<file path="config.mk">
export PLATFORM = sky130hd
export DESIGN_NAME = protocol_framer
export DESIGN_NICKNAME = d
export VERILOG_FILES = /design/src/rtl/protocol_framer.sv
export SDC_FILE = /design/constraint.sdc
export NUM_CORES = 1
export LEC_CHECK = 0
export ABC_AREA = 1
export BUFFER_PORTS_ARGS = -buffer_cell sky130_fd_sc_hd__buf_2
export CAP_MARGIN = 40
export CORE_MARGIN = 4
export CORE_UTILIZATION = 51
export CTS_CLUSTER_DIAMETER = 120
export DETAILED_ROUTE_END_ITERATION = 8
export PLACE_DENSITY_LB_ADDON = 0.12
export SLEW_MARGIN = 5
export SYNTH_ARGS = -nofsm -noshare
export SYNTH_HDL_FRONTEND = slang
export SYNTH_SLANG_ARGS = --single-unit
</file>
<file path="constraint.sdc">
create_clock -name clk -period 2.4 [get_ports clk]
set_clock_uncertainty 0.1 [all_clocks]
set_input_delay 0.12 -clock clk [delete_from_list [all_inputs] [get_ports clk]]
set_output_delay 0.12 -clock clk [all_outputs]
set_load 0.005 [all_outputs]
</file>
<file path="src/rtl/protocol_framer.sv">
// Transmit framer: emits AA 55 CMD LEN_H LEN_L PAYLOAD CHECKSUM per accepted request over valid/ready.
// Optional stall abort is compiled in when PROTOCOL_FRAMER_TIMEOUT_EN is defined.
module protocol_framer #(
  parameter int MAX_PAYLOAD_LEN = 256,
  parameter int ADDR_WIDTH      = $clog2(MAX_PAYLOAD_LEN),
  parameter int TIMEOUT_CYCLES  = 65535
) (
  input  logic                  clk,
  input  logic                  rst,
  input  logic                  start,
  input  logic [7:0]            cmd_in,
  input  logic [15:0]           len_in,
  output logic [ADDR_WIDTH-1:0] payload_rd_addr,
  input  logic [7:0]            payload_rd_data,
  output logic [7:0]            tx_data,
  output logic                  tx_valid,
  input  logic                  tx_ready,
  output logic                  busy,
  output logic                  done,
  output logic                  error
);

  typedef enum logic [2:0] {
    S_IDLE, S_SOF1, S_SOF2, S_CMD, S_LEN_H, S_LEN_L, S_PAYLOAD, S_CHECKSUM
  } state_t;

  state_t      r_state;
  state_t      w_state_nxt;
  logic [7:0]  r_cmd;
  logic [15:0] r_len;
  logic [15:0] r_cnt;
  logic [7:0]  r_csum;
  logic        r_done;
  logic        r_error;
  logic        w_valid;
  logic        w_xfer;
  logic        w_accept;
  logic        w_reject;
  logic        w_timeout;
  logic        w_last_pl;

  assign w_valid   = (r_state != S_IDLE);
  assign w_xfer    = w_valid && tx_ready;
  assign w_last_pl = (r_cnt == r_len - 16'd1);

  assign tx_valid        = w_valid;
  assign busy            = w_valid;
  assign done            = r_done;
  assign error           = r_error;
  assign payload_rd_addr = r_cnt[ADDR_WIDTH-1:0];

`ifdef PROTOCOL_FRAMER_TIMEOUT_EN
  // Counter holds the number of consecutive stalled cycles already seen.
  localparam int STALL_W = (TIMEOUT_CYCLES > 1) ? $clog2(TIMEOUT_CYCLES) : 1;
  logic [STALL_W-1:0] r_stall;
  logic               w_stall;

  assign w_stall   = w_valid && !tx_ready;
  assign w_timeout = w_stall && (r_stall == STALL_W'(TIMEOUT_CYCLES - 1));

  always_ff @(posedge clk) begin
    if (rst || !w_stall || w_timeout) r_stall <= '0;
    else                              r_stall <= r_stall + 1'b1;
  end
`else
  assign w_timeout = 1'b0;
`endif

  always_ff @(posedge clk) begin
    if (rst) r_state <= S_IDLE;
    else     r_state <= w_state_nxt;
  end

  always_comb begin
    w_state_nxt = r_state;
    w_accept    = 1'b0;
    w_reject    = 1'b0;
    tx_data     = 8'h00;
    unique case (r_state)
      S_IDLE: begin
        if (start) begin
          if ({16'd0, len_in} > 32'(MAX_PAYLOAD_LEN)) begin
            w_reject = 1'b1;
          end else begin
            w_accept    = 1'b1;
            w_state_nxt = S_SOF1;
          end
        end
      end
      S_SOF1: begin
        tx_data = 8'hAA;
        if (w_xfer) w_state_nxt = S_SOF2;
      end
      S_SOF2: begin
        tx_data = 8'h55;
        if (w_xfer) w_state_nxt = S_CMD;
      end
      S_CMD: begin
        tx_data = r_cmd;
        if (w_xfer) w_state_nxt = S_LEN_H;
      end
      S_LEN_H: begin
        tx_data = r_len[15:8];
        if (w_xfer) w_state_nxt = S_LEN_L;
      end
      S_LEN_L: begin
        tx_data = r_len[7:0];
        if (w_xfer) w_state_nxt = (r_len != 16'd0) ? S_PAYLOAD : S_CHECKSUM;
      end
      S_PAYLOAD: begin
        tx_data = payload_rd_data;
        if (w_xfer && w_last_pl) w_state_nxt = S_CHECKSUM;
      end
      S_CHECKSUM: begin
        tx_data = r_csum;
        if (w_xfer) w_state_nxt = S_IDLE;
      end
      default: w_state_nxt = S_IDLE;
    endcase
    if (w_timeout) w_state_nxt = S_IDLE;
  end

  // Checksum covers CMD, LEN and payload; the byte added is exactly the one on tx_data.
  always_ff @(posedge clk) begin
    if (rst) begin
      r_cnt   <= 16'd0;
      r_csum  <= 8'h00;
      r_done  <= 1'b0;
      r_error <= 1'b0;
    end else begin
      r_done  <= w_xfer && (r_state == S_CHECKSUM);
      r_error <= w_reject || w_timeout;
      if (w_accept) begin
        r_cnt  <= 16'd0;
        r_csum <= 8'h00;
      end else if (w_xfer) begin
        if (r_state inside {S_CMD, S_LEN_H, S_LEN_L, S_PAYLOAD}) r_csum <= r_csum + tx_data;
        if (r_state == S_PAYLOAD) r_cnt <= r_cnt + 16'd1;
      end
    end
  end

  always_ff @(posedge clk) begin
    if (w_accept) begin
      r_cmd <= cmd_in;
      r_len <= len_in;
    end
  end

endmodule

</file>
---- Word level (Yosys, flattened, before mapping) ----
Index checks and enable logic that the tools add are counted.
operators by class
  add/subtract/negate cells ............... 3
  order comparisons ....................... 1
  equal/unequal tests ..................... 17
  multiplexer cells ....................... 16
  bitwise logic cells ..................... 2
  reduce and logical (&&, ||, !) cells .... 12
operators by type and width
  cell                                                                               number
  8-bit case mux with 7 select lines                                                 1
  3-bit two-way mux                                                                  9
  3-bit case mux with 8 select lines                                                 1
  2-bit inequality test (second input constant)                                      9
  16-bit by 1-bit adder with 16-bit output (second input constant)                   1
  16-bit equality test                                                               1
  16-bit by 9-bit greater-than comparator with 1-bit output (second input constant)  1
  16-bit nonzero test                                                                1
  16-bit by 1-bit subtractor with 16-bit output (second input constant)              1
  3-bit equality test (second input constant)                                        4
  9-bit AND reduction                                                                1
  8-bit adder                                                                        1
  3-bit by 2-bit equality test with 1-bit output (second input constant)             2
  1-bit two-way mux                                                                  5
  2-bit AND reduction                                                                2
  4-bit nonzero test                                                                 1
  3-bit by 1-bit equality test with 1-bit output (second input constant)             1
  1-bit logical AND                                                                  3
  3-bit zero test                                                                    1
  3-bit nonzero test                                                                 1
  3-bit OR reduction                                                                 1
  1-bit NOT                                                                          2
  2-bit OR reduction                                                                 1
word-level totals
  bits in registers ....................... 53
  input bits .............................. 36
  output and inout bits ................... 20

---- Longest topological paths before layout ----
Gate-level depths: netlist of run 1.
  depth in word-level cells ............... 5
  gate-level depth with buffers ........... 17

---- Worst setup path after synthesis of run 1 ----
No wires, ideal clock.
  kind .................................... flip-flop to flip-flop
  from .................................... register r_state[2]
  to ...................................... register r_csum[6]
  arrival time ............................ 2.393 ns
  slack ................................... -0.217 ns
  cell stages (with the launch flop) ...... 18
  buffers on the path ..................... 1
  clock period less this slack ............ 2.617 ns
  cells stage by stage .................... dfxtp_1 > buf_2 > inv_2 > nor2_1 > nand2_1 > inv_1 > nand2_1 > o2111ai_1 > ha_1 > inv_1 > fa_1 > o21ai_0 > nand2_1 > nand2_1 > nand2_1 > nand2_1 > xor2_1 > a21oi_1
on the way
  cells in the longest elaborated chain, start to end .. 3
  elaborated cells on any way between the ends .. 16
  classes of those cells .................. add/sub (1); eq/ne (7); mux (2); reduce/logical (6)
ends and longest elaborated chain
  item                                               line  source
  start, declared                                    27    state_t r_state;
  start signal, assigned                             71    else r_state <= w_state_nxt;
  3-bit equality test, or another cell as far along  79    unique case (r_state)
  8-bit case mux with 7 select lines *               79
  named net tx_data[0]                               15    output logic [7:0] tx_data,
  8-bit adder *                                      137   if (r_state inside {S_CMD, S_LEN_H, S_LEN_L, S_PAYLOAD}) r_csum <= r_csum + tx_data;
  end signal, assigned                               137
  end, declared                                      32    logic [7:0] r_csum;
Mark *: on every way through the listed nets, which the timed path passes. The rest lies on a longest branch.
A chain may end at the register's enable or synchronous reset.

---- Worst setup path in the final report of run 1 ----
  from .................................... register r_state[0]
  to ...................................... output port tx_data[5]
on the way
  cells in the longest elaborated chain, start to end .. 2
  elaborated cells on any way between the ends .. 8
  classes of those cells .................. eq/ne (7); mux (1)
ends and longest elaborated chain
  item                                               line
  3-bit equality test, or another cell as far along  79
  8-bit case mux with 7 select lines *               79
  end, declared                                      15
Every way passes the cells marked *; elsewhere a longest branch is shown, timed or not.

==> flow_summary.toml, run 1 <==
[sta]
max_freq_mhz = 387
min_period_ns = 2.59
setup_violations = 4
hold_viol_final = 0
worst_slack_ns = -0.185
post-route-period-util_pct = 108
max_slew_margin_pct = 65.0
tightestPinTransition_ns = 0.519
rsz0062_at_grt = "yes"
drv_slew = 0

[clocking]
h-tree-depth = 2
clockBufferDepth = 2
clock_latency_ns = 0.32
cts_sinks = 53
path_clk_slew_ns = 0.11
cts_buffers = 5
cts_tree = "built"
root_buffer = "clkbuf_8"

[drt]
post_drt_wl_per_cell_um = 15.9
vias = 3646
drcViolationCount = 0
vias_per_cell = 5.43
totalWireLength_mm = 10.7
final_antenna_net_count = 0
drt_iter0_drc = 202
firstDrtPassIters = 5

[setup_path]
arrival_ns = 2.37
worst_setup_path_start_kind = "register"
crit_type = "register to output pin"
crit_chain = "inv_4 -> nand2_2 -> nor2_4 -> buf_4 -> a221oi_2 -> nand2_1 -> buf_4 -> buf_4 -> buf_4 -> buf_4 -> buf_4 -> buf_4 -> buf_2"
crit_buf_inv = 9
slowest_delay_ns = 0.41
crit_fanout = 7
cp-end-kind = "output pin"
crit_slowest_cell = "dfxtp_4"
crit_required_ns = 2.18
path_delay_family = "buffers and inverters"
critPathMostFrequentCell = "buf_4"

[synthesis]
yosysMostFrequentCell = "nand2_1"
syn-cell-area_um2 = 3360
syn_inst = 459
ys_ff_latch = 53
synth_edf_count = 24
synthTopCellsByArea = "edfxtp_1 21%, dfxtp_1 17%, nand2_1 12%"
synth_top_cells_by_count = "106 x nand2_1, 61 x inv_1, 44 x nor2_1, 34 x a21oi_1, 29 x dfxtp_1"
synth_top_area_share_pct = 21.4
async_flop_share_pct = 0
synth-main-ff-cell = "dfxtp_1"
yosys_warnings = 0
avgSynthCellArea_um2 = 7.33
yosys.area.top_type = "edfxtp_1"
yosysSeqAreaShare_pct = 38.7
synth_fp_nets = 506
synth.distinct_cells = 37

[global_route]
grt_max_degree = 25
grt_usage_pct = 26.5
gr-total-overflow = 0
grt_pass1_vias = 3395
grt_pass1_wl_mm = 16.3
antenna_found_initial = 0

[worst_hold_path]
min_path_type = "input pin to register"

[placement]
globalplace.congestion = 0.918
portBuffers = 55
dp.final_hpwl_mm = 7.22
dp_slack_ns = -0.164

[die]
fp.dieW_um = 89.2
die_area_um2 = 7960
io_pins = 56
initial_core_util_pct = 52.7
placementRows = 29
die_h_um = 89.2
core_um2 = 6390

[final_layout]
final.fill_count = 448
multi_input_area_um2 = 1960
ff_latch_area_um2 = 1310
area_growth_pct = 41.4
layout-drive-gt1-share_pct = 32.6
antenna-diode-count = 0
final_util_pct = 74.5
nets = 641

[run_status]
outcome = "finished with violations"
violations = "negative setup slack"

[power_and_ir_drop]
ir_worst_vdd_v = 0.000738
total_leakage_power_uw = 0.00216
powerDensity_nw_per_um2 = 784
power_uw = 3730

[flow_run]
maxCapViolCount = 0
## worst reg2reg max path: cells and delay by family, from the launching register on
family / cells / cell delay (ns)
flip-flops: 1 / 0.39
buffers and inverters: 2 / 0.12
XOR/XNOR: 1 / 0.15
adder cells (fa/ha/maj): 2 / 0.57
AND/OR/NAND/NOR: 6 / 0.60
AO/OA/AOI/OAI: 4 / 0.52
## kinds of logic after synthesis
| family | Yosys count | synth area share (%) |
|---|---|---|
| and+or+nand+nor | 220 | 29.7 |
| adders and majority gates | 11 | 4.32 |
| buffers and inverters | 83 | 10.5 |
| xor gates and xnor gates | 17 | 4.43 |
| AOI/OAI and AO/OA | 75 | 12.5 |
| DFF | 53 | 38.7 |
## final timing paths
check,to,start,depth (start not counted),slack (ns)
max,tx_data[5],r_state[0]$_SDFFE_PP0P_,13,-0.19
min,r_cnt[1]$_SDFFE_PP0P_,tx_ready,4,0.09
max reg2reg,r_csum[6]$_SDFFE_PP0P_,r_state[0]$_SDFFE_PP0P_,15,-0.16
min reg2reg,r_csum[7]$_SDFFE_PP0P_,r_csum[7]$_SDFFE_PP0P_,2,0.39
## layout by cell type, fill, tap and decap left out, drive strengths merged, types with 2 or more instances in the layout
cell type,instances
nand3,29
o2111ai,4
nor2,54
a22oi,4
a21oi,34
edfxtp,24
clkbuf,5
nor4,3
xor2,12
ha,10
xnor2,5
buf,115
o22ai,4
nand3b,4
nand4,6
nand2,108
dlygate4sd3,26
dfxtp,29
o21ai,24
a221oi,2
inv,72
nor3,12
or2,3
## stage by stage
step                      hold slack [ns]  setup TNS (ns)  instance area [um^2]  instances
after global routing                0.135           -1.15                  4750        672
after CTS                           0.104         -0.0310                  4590        664
after floorplan                    0.0976         -0.0681                  3420        459
after global placement              0.196          -0.286                  4050        623
after detailed placement            0.199          -0.327                  4050        623
final                              0.0948          -0.528                  4750        672
## report_power, final
part | internal, uW | switching (uW)
Sequential | 1010 | 95.1
Combinational | 1010 | 953
Clock | 319 | 337
## sequential cells by signal (all words and copies together) (netlist names)
register and cells:
r_cmd 8, error 1, r_csum 8, r_state 3, r_cnt 16, r_len 16, done 1
## area by class of cell
| class | instances | share of cell area, % |
|---|---|---|
| multi-input cells | 323 | 41.1 |
| flip-flops and latches | 53 | 27.6 |
| repair buffers | 141 | 21.1 |
| inverters | 70 | 5.74 |
| well taps | 77 | 2.03 |
| clock buffers | 5 | 1.45 |
| clock inverters | 3 | 1.00 |
## per-layer routing
layer	up-vias	GRT usage [%]	part of all wire, %
met2	169	42.8	46
met4	0	6.77	2.2
met3	26	5.62	7.9
met5	-	0	0
li1	1775	-	-
met1	1676	36.4	44
## timing repair
action / in CTS / in global routing
pin swaps: 18 / 15
cloned: 0 / 0
endpoints found under the hold margin: 26 / 0
hold buffers: 26 / 0
setup buffers: 8 / 8
gates resized for setup: 23 / 25
endpoints found under the setup margin: 4 / 8
Note: power is estimated with default switching activity, not from simulation.
==> run 2, diff against run 1 <==
- BUFFER_PORTS_ARGS: -buffer_cell sky130_fd_sc_hd__buf_2 -> default
- CORE_UTILIZATION: 51 -> 32
- DONT_BUFFER_PORTS: default -> 1
==> flow_summary.toml, run 2 (same netlist as run 1, synthesis figures left out) <==
[power_and_ir_drop]
powerDensity_nw_per_um2 = 814
power_uw = 3900
ir_worst_vdd_v = 0.000449
total_leakage_power_uw = 0.00202

[die]
fp.dieW_um = 111
initial_core_util_pct = 32.7
die_h_um = 111
placementRows = 37
core_um2 = 10300
die_area_um2 = 12200
io_pins = 56

[global_route]
grt_pass1_vias = 3313
grt_max_degree = 25
grt_pass1_wl_mm = 16.6
gr-total-overflow = 0
grt_usage_pct = 16.6
antenna_found_initial = 0

[sta]
hold_viol_final = 1
min_period_ns = 2.43
post-route-period-util_pct = 101
fin_setup_tns_ns = -0.0683
max_freq_mhz = 411
worst_slack_ns = -0.0345
drv_slew = 0
worst_hold_slack_ns = -0.0148
max_slew_margin_pct = 68.1
rsz0062_at_grt = "yes"
setup_violations = 2
tightestPinTransition_ns = 0.475

[clocking]
root_buffer = "clkbuf_8"
cts_sinks = 53
cts_tree = "built"
cts_buffers = 5
clock_latency_ns = 0.31
clockBufferDepth = 2
path_clk_slew_ns = 0.11
h-tree-depth = 2

[placement]
place_inst = 632
portBuffers = 0
dp_slack_ns = -0.211
dp.final_hpwl_mm = 7.82
globalplace.congestion = 0.868

[setup_path]
arrival_ns = 2.53
cp-end-kind = "register"
crit_fanout = 7
crit_required_ns = 2.50
worst_setup_path_start_kind = "register"
crit_type = "register to register"
r2r_setup_slack_ns = -0.03

[drt]
drcViolationCount = 0
totalWireLength_mm = 10.2
vias = 3323
vias_per_cell = 4.82
final_antenna_net_count = 0
firstDrtPassIters = 4
drt_iter0_drc = 162
post_drt_wl_per_cell_um = 14.8

[final_layout]
area_growth_pct = 42.4
final_cell_mix = "97 x nand2_1, 66 x buf_4, 59 x inv_1"
nets = 599
top_regs = "r_cnt (16), r_len (16)"
mostFrequentLayoutCell = "nand2_1"
instances_no_fill = 689
layout-drive-gt1-share_pct = 28.6
final_util_pct = 46.6
antenna-diode-count = 0

[flow_run]
maxCapViolCount = 0

[worst_hold_path]
min_path_type = "input pin to register"

[run_status]
outcome = "finished with violations"
violations = "negative hold slack, negative setup slack"
run 2: cell count changes in the layout (fill, tap and decap cells not counted), moves of 4 or more:
cell and change:
nand2_1 -4, buf_4 +10, buf_2 -55, nand2_4 +4
run 2: cell type report:
cell class / count / area [um^2]
inverter: 70 / 273
clock buffer: 6 / 93.8
multi-input combinational: 323 / 2060
timing repair buffer: 99 / 838
clock inverter: 2 / 38.8
tap: 136 / 170
fill: 1025 / 5490
sequential: 53 / 1310
run 2: critical path, stage by stage (launching register included):
cell     delay (ns)
dfxtp_4        0.40
nor2_4         0.15
nand2_4        0.08
buf_8          0.15
o22ai_4        0.19
nor4_4         0.06
buf_4          0.15
fa_2           0.40
o21ai_2        0.18
nand2_1        0.08
nand2_1        0.06
nand2_1        0.04
nand2_1        0.06
xor2_1         0.14
a21oi_1        0.08
run 2: final timing paths:
kind	startpoint	endpoint	cells after the start
max	r_state[1]$_SDFFE_PP0P_	r_csum[6]$_SDFFE_PP0P_	14
min	len_in[12]	error$_SDFF_PP0_	4
max reg2reg	r_state[1]$_SDFFE_PP0P_	r_csum[6]$_SDFFE_PP0P_	14
min reg2reg	r_cnt[15]$_SDFFE_PP0P_	r_cnt[15]$_SDFFE_PP0P_	2
run 2: through the flow:
| step | cell area [um^2] | hold WS [ns] |
|---|---|---|
| after floorplan | 3420 | 0.0976 |
| after global placement | 3870 | 0.101 |
| after detailed placement | 3870 | 0.103 |
| after CTS | 4630 | 0.00184 |
| after global routing | 4790 | 0.0244 |
| final | 4790 | -0.0148 |
run 2: layer usage:
layer / part of all wire, % / global-route usage (%) / vias up / routed length (um)
li1: - / - / 1694 / -
met1: 47 / 22.2 / 1530 / 4830
met2: 46 / 27.1 / 79 / 4670
met3: 4.0 / 2.96 / 20 / 410
met4: 2.8 / 5.17 / 0 / 285
met5: 0 / 0 / - / 0
run 2: timing repair:
| item | in CTS | in global routing |
|---|---|---|
| hold buffers | 26 | 0 |
| resized for setup | 44 | 26 |
| cloned | 0 | 0 |
| endpoints found under the hold margin | 29 | 0 |
| pin swaps | 18 | 21 |
| buffers inserted | 16 | 11 |
| endpoints found under the setup margin | 5 | 12 |
run 2: power breakdown:
part / switching (uW) / internal, uW
Combinational: 965 / 1100
Sequential: 113 / 1010
Clock: 328 / 379
==> run 3, diff against run 2 <==
- SETUP_SLACK_MARGIN: default -> 0.3
==> flow_summary.toml, run 3 (same netlist as run 1, synthesis figures left out) <==
[global_route]
grt_pass1_vias = 3326
antenna_found_initial = 0
grt_usage_pct = 16.6
grt_pass1_wl_mm = 16.6
grt_max_degree = 25
gr-total-overflow = 0

[clocking]
cts_tree = "built"
cts_buffers = 5
cts_sinks = 53
root_buffer = "clkbuf_8"
path_clk_slew_ns = 0.11
h-tree-depth = 2
clock_latency_ns = 0.32
clockBufferDepth = 2

[power_and_ir_drop]
pwr-share-comb_pct = 54.7
switching_share_pct = 35.9
total_leakage_power_uw = 0.00208
clockPowerShare_pct = 17.1
power_uw = 3840
seqPwrFrac_pct = 28.2
p_int_uw = 2460
powerDensity_nw_per_um2 = 792
ir_worst_vdd_v = 0.000451
netSwitchingPower_uw = 1380

[worst_hold_path]
hold_depth = 4
min-delay-start = "tx_ready"
holdPathEnd = "r_csum[0]$_SDFFE_PP0P_"
min_path_type = "input pin to register"

[setup_path]
crit_buf_inv = 6
reg2reg_depth = 16
crit_type = "register to register"
crit_fanout = 6
arrival_ns = 2.60
slowest_delay_ns = 0.35
rr_startpoint = "r_state[2]$_SDFFE_PP0P_"
crit_required_ns = 2.51
worst_setup_path_start_kind = "register"
r2r-end = "r_csum[7]$_SDFFE_PP0P_"
r2r_setup_slack_ns = -0.09
crit_slowest_cell = "dfxtp_2"
crit_chain = "buf_12 -> inv_8 -> nor2_4 -> buf_4 -> a22oi_2 -> o2111ai_2 -> ha_1 -> buf_4 -> nand2_1 -> inv_1 -> a31oi_1 -> inv_1 -> a21oi_2 -> o21ai_1 -> o21ai_1 -> a21oi_1"
cp-end-kind = "register"
path_delay_family = "compound AO/OA/AOI/OAI gates"

[sta]
drv_slew = 0
hold_viol_final = 0
setup_violations = 4
max_slew_margin_pct = 55.8
min_period_ns = 2.49
post-route-period-util_pct = 104
tightestPinTransition_ns = 0.656
worst_slack_ns = -0.0854
max_freq_mhz = 402
rsz0062_at_grt = "yes"
worst_hold_slack_ns = 0.0450

[final_layout]
nets = 608
final_cell_mix = "101 x nand2_1, 70 x buf_4, 57 x inv_1"
mostFrequentLayoutCell = "nand2_1"
area_growth_pct = 44.2
final_area_um2 = 4850
final_util_pct = 47.2
antenna-diode-count = 0
final.fill_count = 1036
layout-drive-gt1-share_pct = 30.6
top_regs = "r_cnt (16), r_len (16)"

[drt]
firstDrtPassIters = 4
drt_iter0_drc = 143
vias_per_cell = 4.71
vias = 3285
totalWireLength_mm = 10.2
post_drt_wl_per_cell_um = 14.6
drcViolationCount = 0
final_antenna_net_count = 0

[die]
core_um2 = 10300
placementRows = 37
fp.dieW_um = 111
die_h_um = 111
initial_core_util_pct = 32.7
io_pins = 56
die_area_um2 = 12200

[placement]
placed_area_um2 = 3920
portBuffers = 0
dp_slack_ns = -0.150
dp.final_hpwl_mm = 7.80
globalplace.congestion = 0.848

[run_status]
outcome = "finished with violations"
violations = "negative setup slack"

[flow_run]
maxCapViolCount = 0
## run 3: changes by cell type in the layout (fill, tap and decap cells not counted), sizes merged
cell	delta
clkbuf	-1
inv	+1
buf	+8
dlygate4sd3	+1
## run 3: layer usage
metal	share of wire, %	track usage [%]
met5	0	0
met4	3.3	5.83
met3	4.2	2.74
met2	44	26.4
met1	48	22.7
## run 3: worst max path at each step
stage                             from                endpoint  slack, ns  cells after the start
3_3_place_gp   r_state[2]$_SDFFE_PP0P_  r_csum[7]$_SDFFE_PP0P_      -0.17                     14
4_1_cts        r_state[2]$_SDFFE_PP0P_  r_csum[7]$_SDFFE_PP0P_      -0.07                     17
2_1_floorplan  r_state[2]$_SDFFE_PP0P_  r_csum[7]$_SDFFE_PP0P_      -0.03                     17
3_5_place_dp   r_state[2]$_SDFFE_PP0P_  r_csum[7]$_SDFFE_PP0P_      -0.15                     17
6_report       r_state[2]$_SDFFE_PP0P_  r_csum[7]$_SDFFE_PP0P_      -0.09                     16
5_1_grt        r_state[2]$_SDFFE_PP0P_  r_csum[7]$_SDFFE_PP0P_      -0.26                     16
## run 3: what timing repair did
| item | in CTS | in global routing |
|---|---|---|
| gates resized for setup | 38 | 33 |
| setup buffers | 22 | 7 |
| endpoints found under the setup margin | 11 | 44 |
| pin swaps | 31 | 30 |
| hold buffers | 26 | 1 |
| hold endpoints to repair | 29 | 2 |
## run 3: worst register-to-register path, delay by kind of cell, from the launching register on
family                     cells  cell delay (ns)
AOI/OAI and AO/OA              7             0.88
buffers and inverters          6             0.61
DFF                            1             0.35
adders and majority gates      1             0.33
and+or+nand+nor                2             0.11
## run 3: power by group through the flow
stage                     logic [uW]  registers (uW)  clock network (uW)
after floorplan                  797            1070                   0
after global placement          1440            1080                   0
after detailed placement        1420            1080                   0
after CTS                       1850            1070                 679
after global routing            2270            1090                 702
final                           2100            1080                 657
## run 3: metrics by stage
step | std cells | setup TNS, ns
2_1_floorplan | 459 | -0.0336
6_report | 698 | -0.275
3_3_place_gp | 634 | -0.298
4_1_cts | 690 | -0.302
3_5_place_dp | 634 | -0.359
5_1_grt | 698 | -1.09
## run 3: final cells by class
class	instances	area, um^2	area share (%)
tap	136	170	3.51
sequential	53	1310	27.0
inverter	70	273	5.62
clock buffer	5	68.8	1.42
multi-input combinational	323	2040	42.1
timing repair buffer	108	937	19.3
clock inverter	3	47.5	0.980
